$ cat config.mk
export PLATFORM = sky130hd
export DESIGN_NAME = branch_predictor
export DESIGN_NICKNAME = d
export VERILOG_FILES = /design/src/rtl/branch_predictor_pkg.sv /design/src/rtl/branch_predictor_sat_counter.sv /design/src/rtl/branch_predictor.sv
export SDC_FILE = /design/constraint.sdc
export NUM_CORES = 2
export LEC_CHECK = 0
export ABC_AREA = 1
export BUFFER_PORTS_ARGS = -buffer_cell sky130_fd_sc_hd__buf_2
export CAP_MARGIN = 20
export CORE_MARGIN = 1
export CORE_UTILIZATION = 45
export CTS_CLUSTER_DIAMETER = 40
export DETAILED_ROUTE_END_ITERATION = 8
export GPL_TIMING_DRIVEN = 0
export MAX_ROUTING_LAYER = met4
export PLACE_DENSITY_LB_ADDON = 0.08
export SYNTH_ARGS = -nofsm -noshare
export SYNTH_HDL_FRONTEND = slang
export SYNTH_SLANG_ARGS = --single-unit
$ cat constraint.sdc
create_clock -name clk -period 3.11 [get_ports clk]
set_input_delay 0.1555 -clock clk [delete_from_list [all_inputs] [get_ports clk]]
set_output_delay 0.1555 -clock clk [all_outputs]
set_load 0.01 [all_outputs]
$ cat src/rtl/branch_predictor_pkg.sv
// Shared constants and width helpers for the branch predictor slice.
package bp_pkg;

  function automatic int clog2(input int value);
    int r;
    r = 0;
    for (int p = 1; p < value; p = p * 2) r++;
    return r;
  endfunction

  function automatic int satMax(input int w);
    return (1 << w) - 1;
  endfunction

  function automatic int weakNt(input int w);
    return (1 << (w - 1)) - 1;
  endfunction

  function automatic int weakT(input int w);
    return 1 << (w - 1);
  endfunction

endpackage

$ cat src/rtl/branch_predictor_sat_counter.sv
// Saturating up/down counter; load has priority over inc, inc over dec.
module sat_counter
  import bp_pkg::*;
#(
  parameter int CNT_W   = 2,
  parameter int RST_VAL = 1
) (
  input  logic             clk,
  input  logic             rst_n,
  input  logic             inc,
  input  logic             dec,
  input  logic             load,
  input  logic [CNT_W-1:0] loadVal,
  output logic [CNT_W-1:0] cnt,
  output logic             msb
);

  localparam logic [CNT_W-1:0] MAX_VAL = CNT_W'(satMax(CNT_W));

  logic [CNT_W-1:0] cnt_r;

  // counter state with saturation at both ends
  always_ff @(posedge clk or negedge rst_n) begin
    if (!rst_n) begin
      cnt_r <= CNT_W'(RST_VAL);
    end else if (load) begin
      cnt_r <= loadVal;
    end else if (inc && (cnt_r != MAX_VAL)) begin
      cnt_r <= cnt_r + CNT_W'(1);
    end else if (dec && (cnt_r != {CNT_W{1'b0}})) begin
      cnt_r <= cnt_r - CNT_W'(1);
    end else begin
      cnt_r <= cnt_r;
    end
  end

  assign cnt = cnt_r;
  assign msb = cnt_r[CNT_W-1];

endmodule

$ cat src/rtl/branch_predictor.sv
// Direct-mapped BTB with per-entry saturating direction counters.
module branch_predictor
  import bp_pkg::*;
#(
  parameter int ENTRIES = 16,
  parameter int CNT_W   = 2,
  parameter int ADDR_W  = 32
) (
  input  logic              clk,
  input  logic              rst_n,
  input  logic [ADDR_W-1:0] lookup_pc,
  output logic              pred_taken,
  output logic [ADDR_W-1:0] pred_target,
  input  logic              update_valid,
  input  logic [ADDR_W-1:0] update_pc,
  input  logic              update_taken,
  input  logic [ADDR_W-1:0] update_target,
  input  logic              update_pred_taken,
  input  logic [ADDR_W-1:0] update_pred_target,
  input  logic              flush_all,
  output logic              mispredict,
  output logic [31:0]       mispredict_cnt
);

  localparam int IDX_W = clog2(ENTRIES);
  localparam int TAG_W = ADDR_W - IDX_W - 2;

  logic              valid_r  [ENTRIES];
  logic [TAG_W-1:0]  tag_r    [ENTRIES];
  logic [ADDR_W-1:0] target_r [ENTRIES];
  logic [CNT_W-1:0]  cntVal_s [ENTRIES];
  logic              cntMsb_s [ENTRIES];
  logic [31:0]       mispredictCnt_r;

  logic [IDX_W-1:0] lkIdx_s, updIdx_s;
  logic [TAG_W-1:0] lkTag_s, updTag_s;
  logic             lkHit_s, updHit_s, doUpd_s, alloc_s;

  assign lkIdx_s  = lookup_pc[IDX_W+1:2];
  assign lkTag_s  = lookup_pc[ADDR_W-1:IDX_W+2];
  assign updIdx_s = update_pc[IDX_W+1:2];
  assign updTag_s = update_pc[ADDR_W-1:IDX_W+2];

  // lookup, update decode and mispredict detection
  always_comb begin
    lkHit_s     = valid_r[lkIdx_s] && (tag_r[lkIdx_s] == lkTag_s);
    updHit_s    = valid_r[updIdx_s] && (tag_r[updIdx_s] == updTag_s);
    // flush suppresses every table change on its edge
    doUpd_s     = update_valid && !flush_all;
    alloc_s     = doUpd_s && !updHit_s && update_taken;
    pred_taken  = lkHit_s && cntMsb_s[lkIdx_s];
    if (pred_taken) begin
      pred_target = target_r[lkIdx_s];
    end else begin
      pred_target = lookup_pc + ADDR_W'(4);
    end
    mispredict  = update_valid && ((update_taken != update_pred_taken) ||
                  (update_taken && (update_target != update_pred_target)));
  end

  for (genvar i = 0; i < ENTRIES; i++) begin : gEntry
    logic sel_s;
    assign sel_s = (updIdx_s == IDX_W'(i));

    sat_counter #(.CNT_W(CNT_W), .RST_VAL(weakNt(CNT_W))) uCnt (
      .clk     (clk),
      .rst_n   (rst_n),
      .inc     (doUpd_s && updHit_s && sel_s && update_taken),
      .dec     (doUpd_s && updHit_s && sel_s && !update_taken),
      .load    (alloc_s && sel_s),
      .loadVal (CNT_W'(weakT(CNT_W))),
      .cnt     (cntVal_s[i]),
      .msb     (cntMsb_s[i])
    );

    // valid, tag and target storage for this entry
    always_ff @(posedge clk or negedge rst_n) begin
      if (!rst_n) begin
        valid_r[i]  <= 1'b0;
        tag_r[i]    <= {TAG_W{1'b0}};
        target_r[i] <= {ADDR_W{1'b0}};
      end else if (flush_all) begin
        valid_r[i]  <= 1'b0;
      end else if (doUpd_s && sel_s && update_taken) begin
        valid_r[i]  <= 1'b1;
        tag_r[i]    <= updTag_s;
        target_r[i] <= update_target;
      end else begin
        valid_r[i]  <= valid_r[i];
      end
    end
  end

  // saturating mispredict statistics
  always_ff @(posedge clk or negedge rst_n) begin
    if (!rst_n) begin
      mispredictCnt_r <= 32'd0;
    end else if (mispredict && (mispredictCnt_r != 32'hFFFF_FFFF)) begin
      mispredictCnt_r <= mispredictCnt_r + 32'd1;
    end else begin
      mispredictCnt_r <= mispredictCnt_r;
    end
  end

  assign mispredict_cnt = mispredictCnt_r;

endmodule

==> results.cfg <==
[outcome]
status = finished with violations
violated_checks = setup timing

[floorplan]
initial_utilization_pct = 45.58
core_area_mm2 = 0.1131
core.rowCount = 123
ios = 200
x_dimension_of_the_die_um = 340.5
floorplan.die_area_mm2 = 0.1159
fp.dieH_um = 340.5

[power]
leakagePower_nw = 30.49
power.density_mw_per_mm2 = 648.4
proportion_of_power_drawn_by_flip_flops_and_latches_pct = 38.9
switching_share_of_power_pct = 31.05
max-vdd-ir-drop_uv = 640.5
comb_power_share_pct = 15.7
pwr-share-clk_pct = 45.5
power.net_switching_w = 0.01297
cell_internal_pwr_w = 0.02881

[sta]
finalSetupViolations = 63
final-hold-violation-count = 0
drv_slew = 0
layout_min_cycle_time_ns = 3.592
max-slew-margin-rel_pct = 9.561
fraction_of_the_cycle_the_final_worst_path_needs_pct = 115.5
rsz0062_at_grt = yes
worst-slew-pin-transition_ns = 1.357
final.setup_skew_ns = 0.02711
achievable-frequency_mhz = 278.4
setup_slack_ns = -0.4815

[synthesis]
netlist-cell-type-count = 53
ys_warn_count = 0
synth_register_bits = 1008
synthesis.nets = 7009
yosysSeqAreaShare_pct = 48.96
syn-cell-area_mm2 = 0.05156
synthesis.instances = 6873
syn_avg_cell_area_um2 = 7.502

[global_routing]
maximum_number_of_pins_on_one_net_before_global_route_repair = 170
antenna_found_initial = 18
grt_pass1_vias = 51820
global_route.overflow_total = 0
all_layer_global_routing_usage_pct = 50.86
grt_first_pass_wirelength_mm = 399.6

[critical_path]
crit_path_max_fanout = 10
crit_path_start_kind = input pin
timing.critical_path.required_ns = 2.95
worstSetupPathType = in2out
critical_path.endpoint_type = output pin
worst_ep_arrival_time_ns = 3.44
rrSetupSlack_ns = 0.08

[placement]
placed_area_mm2 = 0.05519
gp_congestion = 1.135
dpl.hpwl_mm = 202.7
numPortBuffers = 195

[route]
dr_wl_met3_mm = 38.59
metal2_wl_mm = 119.7
wirelength_mm = 290.8
vias = 56780
antenna_violating_nets_post_route = 0
viasPerCell = 6.261
drc = 0
avgRoutedWirePerCell_um = 32.06
wirelength_met1_mm = 106.3
drt_first_pass_iters = 7
detail_route.iter0.violations = 9026
top_signal_layer_used = met4

[layout]
fill_cells = 10860
multi_input_comb_area_mm2 = 0.02435
finalCoreUtilization_pct = 56.97
layout_nets = 7544
fin_area_mm2 = 0.06444
ff_latch_area_mm2 = 0.02525
areaGrowthSynthToFinish_pct = 24.99
final_layout_size_suffix_gt1_share_pct = 14.46

[clock_network]
cts.path.max_buffers = 3
clock_tree.root_cell = sky130_fd_sc_hd__clkbuf_16
cts_buffers = 164
clkLatencyLatePin_ns = 0.82
cts_tree = built
clkSinkCount = 1008
clock_slew_seen_by_the_registers_of_the_worst_setup_and_hold_paths_ns = 0.05
max_h_tree_level = 4

[worst_hold_path]
holdCritPathClass = in2reg

[run]
drv_cap = 0
area by class of cell:
class | instances | share of cell area (%)
Sequential cell | 1008 | 39.18
Multi-Input combinational cell | 5042 | 37.78
Clock buffer | 207 | 7.114
Timing Repair Buffer | 374 | 5.194
Buffer | 477 | 4.003
Tap cell | 1500 | 2.912
Inverter | 341 | 2.050
Clock inverter | 95 | 1.664
Antenna cell | 25 | 0.09708
Yosys cell counts, drive strengths merged:
cell	number	area, um2
ha	2	25.02
a211oi	2	15.01
o211ai	33	247.7
a21o	1	7.510
a21oi	98	490.5
and3	2	12.51
clkinv	6	22.52
o211a	1	10.01
a22oi	216	1622
a31o	14	122.6
buf	145	728.2
nand3b	3	22.52
a31oi	17	106.4
nor2	308	1232
and2	1	6.260
o2111ai	3	26.28
or3b	1	8.760
nor3	55	290.3
dfrtp	992	24820
a311o	7	70.07
nand3	238	1201
xnor2	16	140.1
a41oi	1	8.760
or2	5	31.28
o21ai	1147	5744
nor4	14	93.84
o22ai	2	12.51
a221oi	53	464.2
a211o	1	8.760
xor2	59	516.8
nand4	60	375.4
o221ai	8	70.07
inv	335	1260
nor3b	1	7.510
clkbuf	337	1265
dfstp	16	420.4
nand2	2673	10050
per-layer routing:
layer	vias up	track usage, %
li1	23730	-
met1	27470	62.62
met2	4388	70.09
met3	1191	15.61
met4	0	37.29
met5	-	-
final timing paths:
kind / start / endpoint / cells after the start
worst max-delay path: lookup_pc[2] / pred_target[29] / 16
max in group asynchronous: rst_n / mispredict_cnt[13] / 6
worst max register to register: tag_r[203] / gEntry[10].uCnt.cnt[1] / 21
worst min register to register: target_r[201] / target_r[201] / 2
worst min-delay path: update_pc[4] / gEntry[13].uCnt.cnt[0] / 6
min in group asynchronous: rst_n / tag_r[342] / 3
kinds of logic (layout without fill, tap and decap cells):
logic type,after synthesis,count (layout),share of synthesized area [%]
flops,1008,1008,48.96
compound gates,1604,1604,17.51
simple gates,3361,3361,25.85
xor+xnor,75,75,1.274
fa+ha+maj,2,2,0.04853
buf+inv,823,1494,6.353
other cells,0,25,0
worst max-delay path, cell delays in order:
cell and delay [ns]:
sky130_fd_sc_hd__buf_2 0.20, sky130_fd_sc_hd__buf_12 0.20, sky130_fd_sc_hd__inv_4 0.08, sky130_fd_sc_hd__nor2_4 0.12, sky130_fd_sc_hd__buf_12 0.14, sky130_fd_sc_hd__buf_12 0.20
sky130_fd_sc_hd__buf_16 0.19, sky130_fd_sc_hd__buf_4 0.20, sky130_fd_sc_hd__clkbuf_4 0.27, sky130_fd_sc_hd__buf_4 0.33, sky130_fd_sc_hd__a22oi_1 0.13, sky130_fd_sc_hd__a21oi_1 0.31
sky130_fd_sc_hd__a311o_1 0.26, sky130_fd_sc_hd__nor3_2 0.08, sky130_fd_sc_hd__nor2_2 0.28, sky130_fd_sc_hd__buf_2 0.21
placed cells by master, fill, tap and decap left out, types with 18 or more instances in the layout:
cell / count
sky130_fd_sc_hd__xor2_1: 55
sky130_fd_sc_hd__buf_12: 19
sky130_fd_sc_hd__a21oi_1: 93
sky130_fd_sc_hd__nor2_2: 18
sky130_fd_sc_hd__inv_2: 23
sky130_fd_sc_hd__inv_1: 305
sky130_fd_sc_hd__nand3_2: 19
sky130_fd_sc_hd__o21ai_0: 1094
sky130_fd_sc_hd__clkbuf_2: 51
sky130_fd_sc_hd__nand2_1: 2577
sky130_fd_sc_hd__a22oi_1: 205
sky130_fd_sc_hd__clkbuf_16: 172
sky130_fd_sc_hd__nor3_1: 44
sky130_fd_sc_hd__clkinv_2: 35
sky130_fd_sc_hd__clkbuf_1: 282
sky130_fd_sc_hd__nand2_2: 54
sky130_fd_sc_hd__nor2_4: 20
sky130_fd_sc_hd__diode_2: 25
sky130_fd_sc_hd__o21ai_1: 32
sky130_fd_sc_hd__a221oi_1: 53
sky130_fd_sc_hd__buf_2: 217
sky130_fd_sc_hd__clkbuf_4: 27
sky130_fd_sc_hd__nand4_1: 60
sky130_fd_sc_hd__dlygate4sd3_1: 68
sky130_fd_sc_hd__buf_4: 76
sky130_fd_sc_hd__buf_8: 37
sky130_fd_sc_hd__inv_6: 21
sky130_fd_sc_hd__o211ai_1: 33
sky130_fd_sc_hd__nor2_1: 269
sky130_fd_sc_hd__nand2_4: 31
sky130_fd_sc_hd__dfrtp_1: 988
sky130_fd_sc_hd__nand3_1: 205
sky130_fd_sc_hd__buf_6: 52
through the flow:
step	hold WS [ns]	setup slack (ns)	TNS, ns	std cells	total power [W]
2_1_floorplan	-0.1401	0.7047	0	6873	0.01936
3_3_place_gp	0.3815	-21.10	-	8568	0.02195
3_5_place_dp	0.1585	-2.401	-977.98	8611	0.02212
4_1_cts	0.01213	-0.3941	-15.15	9028	0.04122
5_1_grt	0.08176	-0.5867	-16.49	9063	0.04295
6_report	0.04325	-0.4815	-14.63	9069	0.04178
registers in the layout, indices dropped and copies added, names as in the netlist:
register and count:
tag_r 416, gEntry.uCnt.cnt 32, target_r 512, mispredict_cnt 32
valid_r 16
power by group through the flow:
stage / clock (W) / sequential (W) / combinational [W]
CTS: 0.0189 / 0.0161 / 0.00616
finish: 0.0190 / 0.0162 / 0.00656
global route: 0.0195 / 0.0164 / 0.00705
detailed placement: 0 / 0.0163 / 0.00579
global placement: 0 / 0.0163 / 0.00561
floorplan: 0 / 0.0160 / 0.00339
timing repair:
item	4_1_cts	5_1_grt
gates cloned	4	1
endpoints found under the setup margin	638	319
buffers inserted	46	16
resized for setup	531	170
endpoints found under the hold margin	612	0
hold buffers	68	0
pin swaps	72	71
No activity file was read; power rests on OpenSTA's default activity.
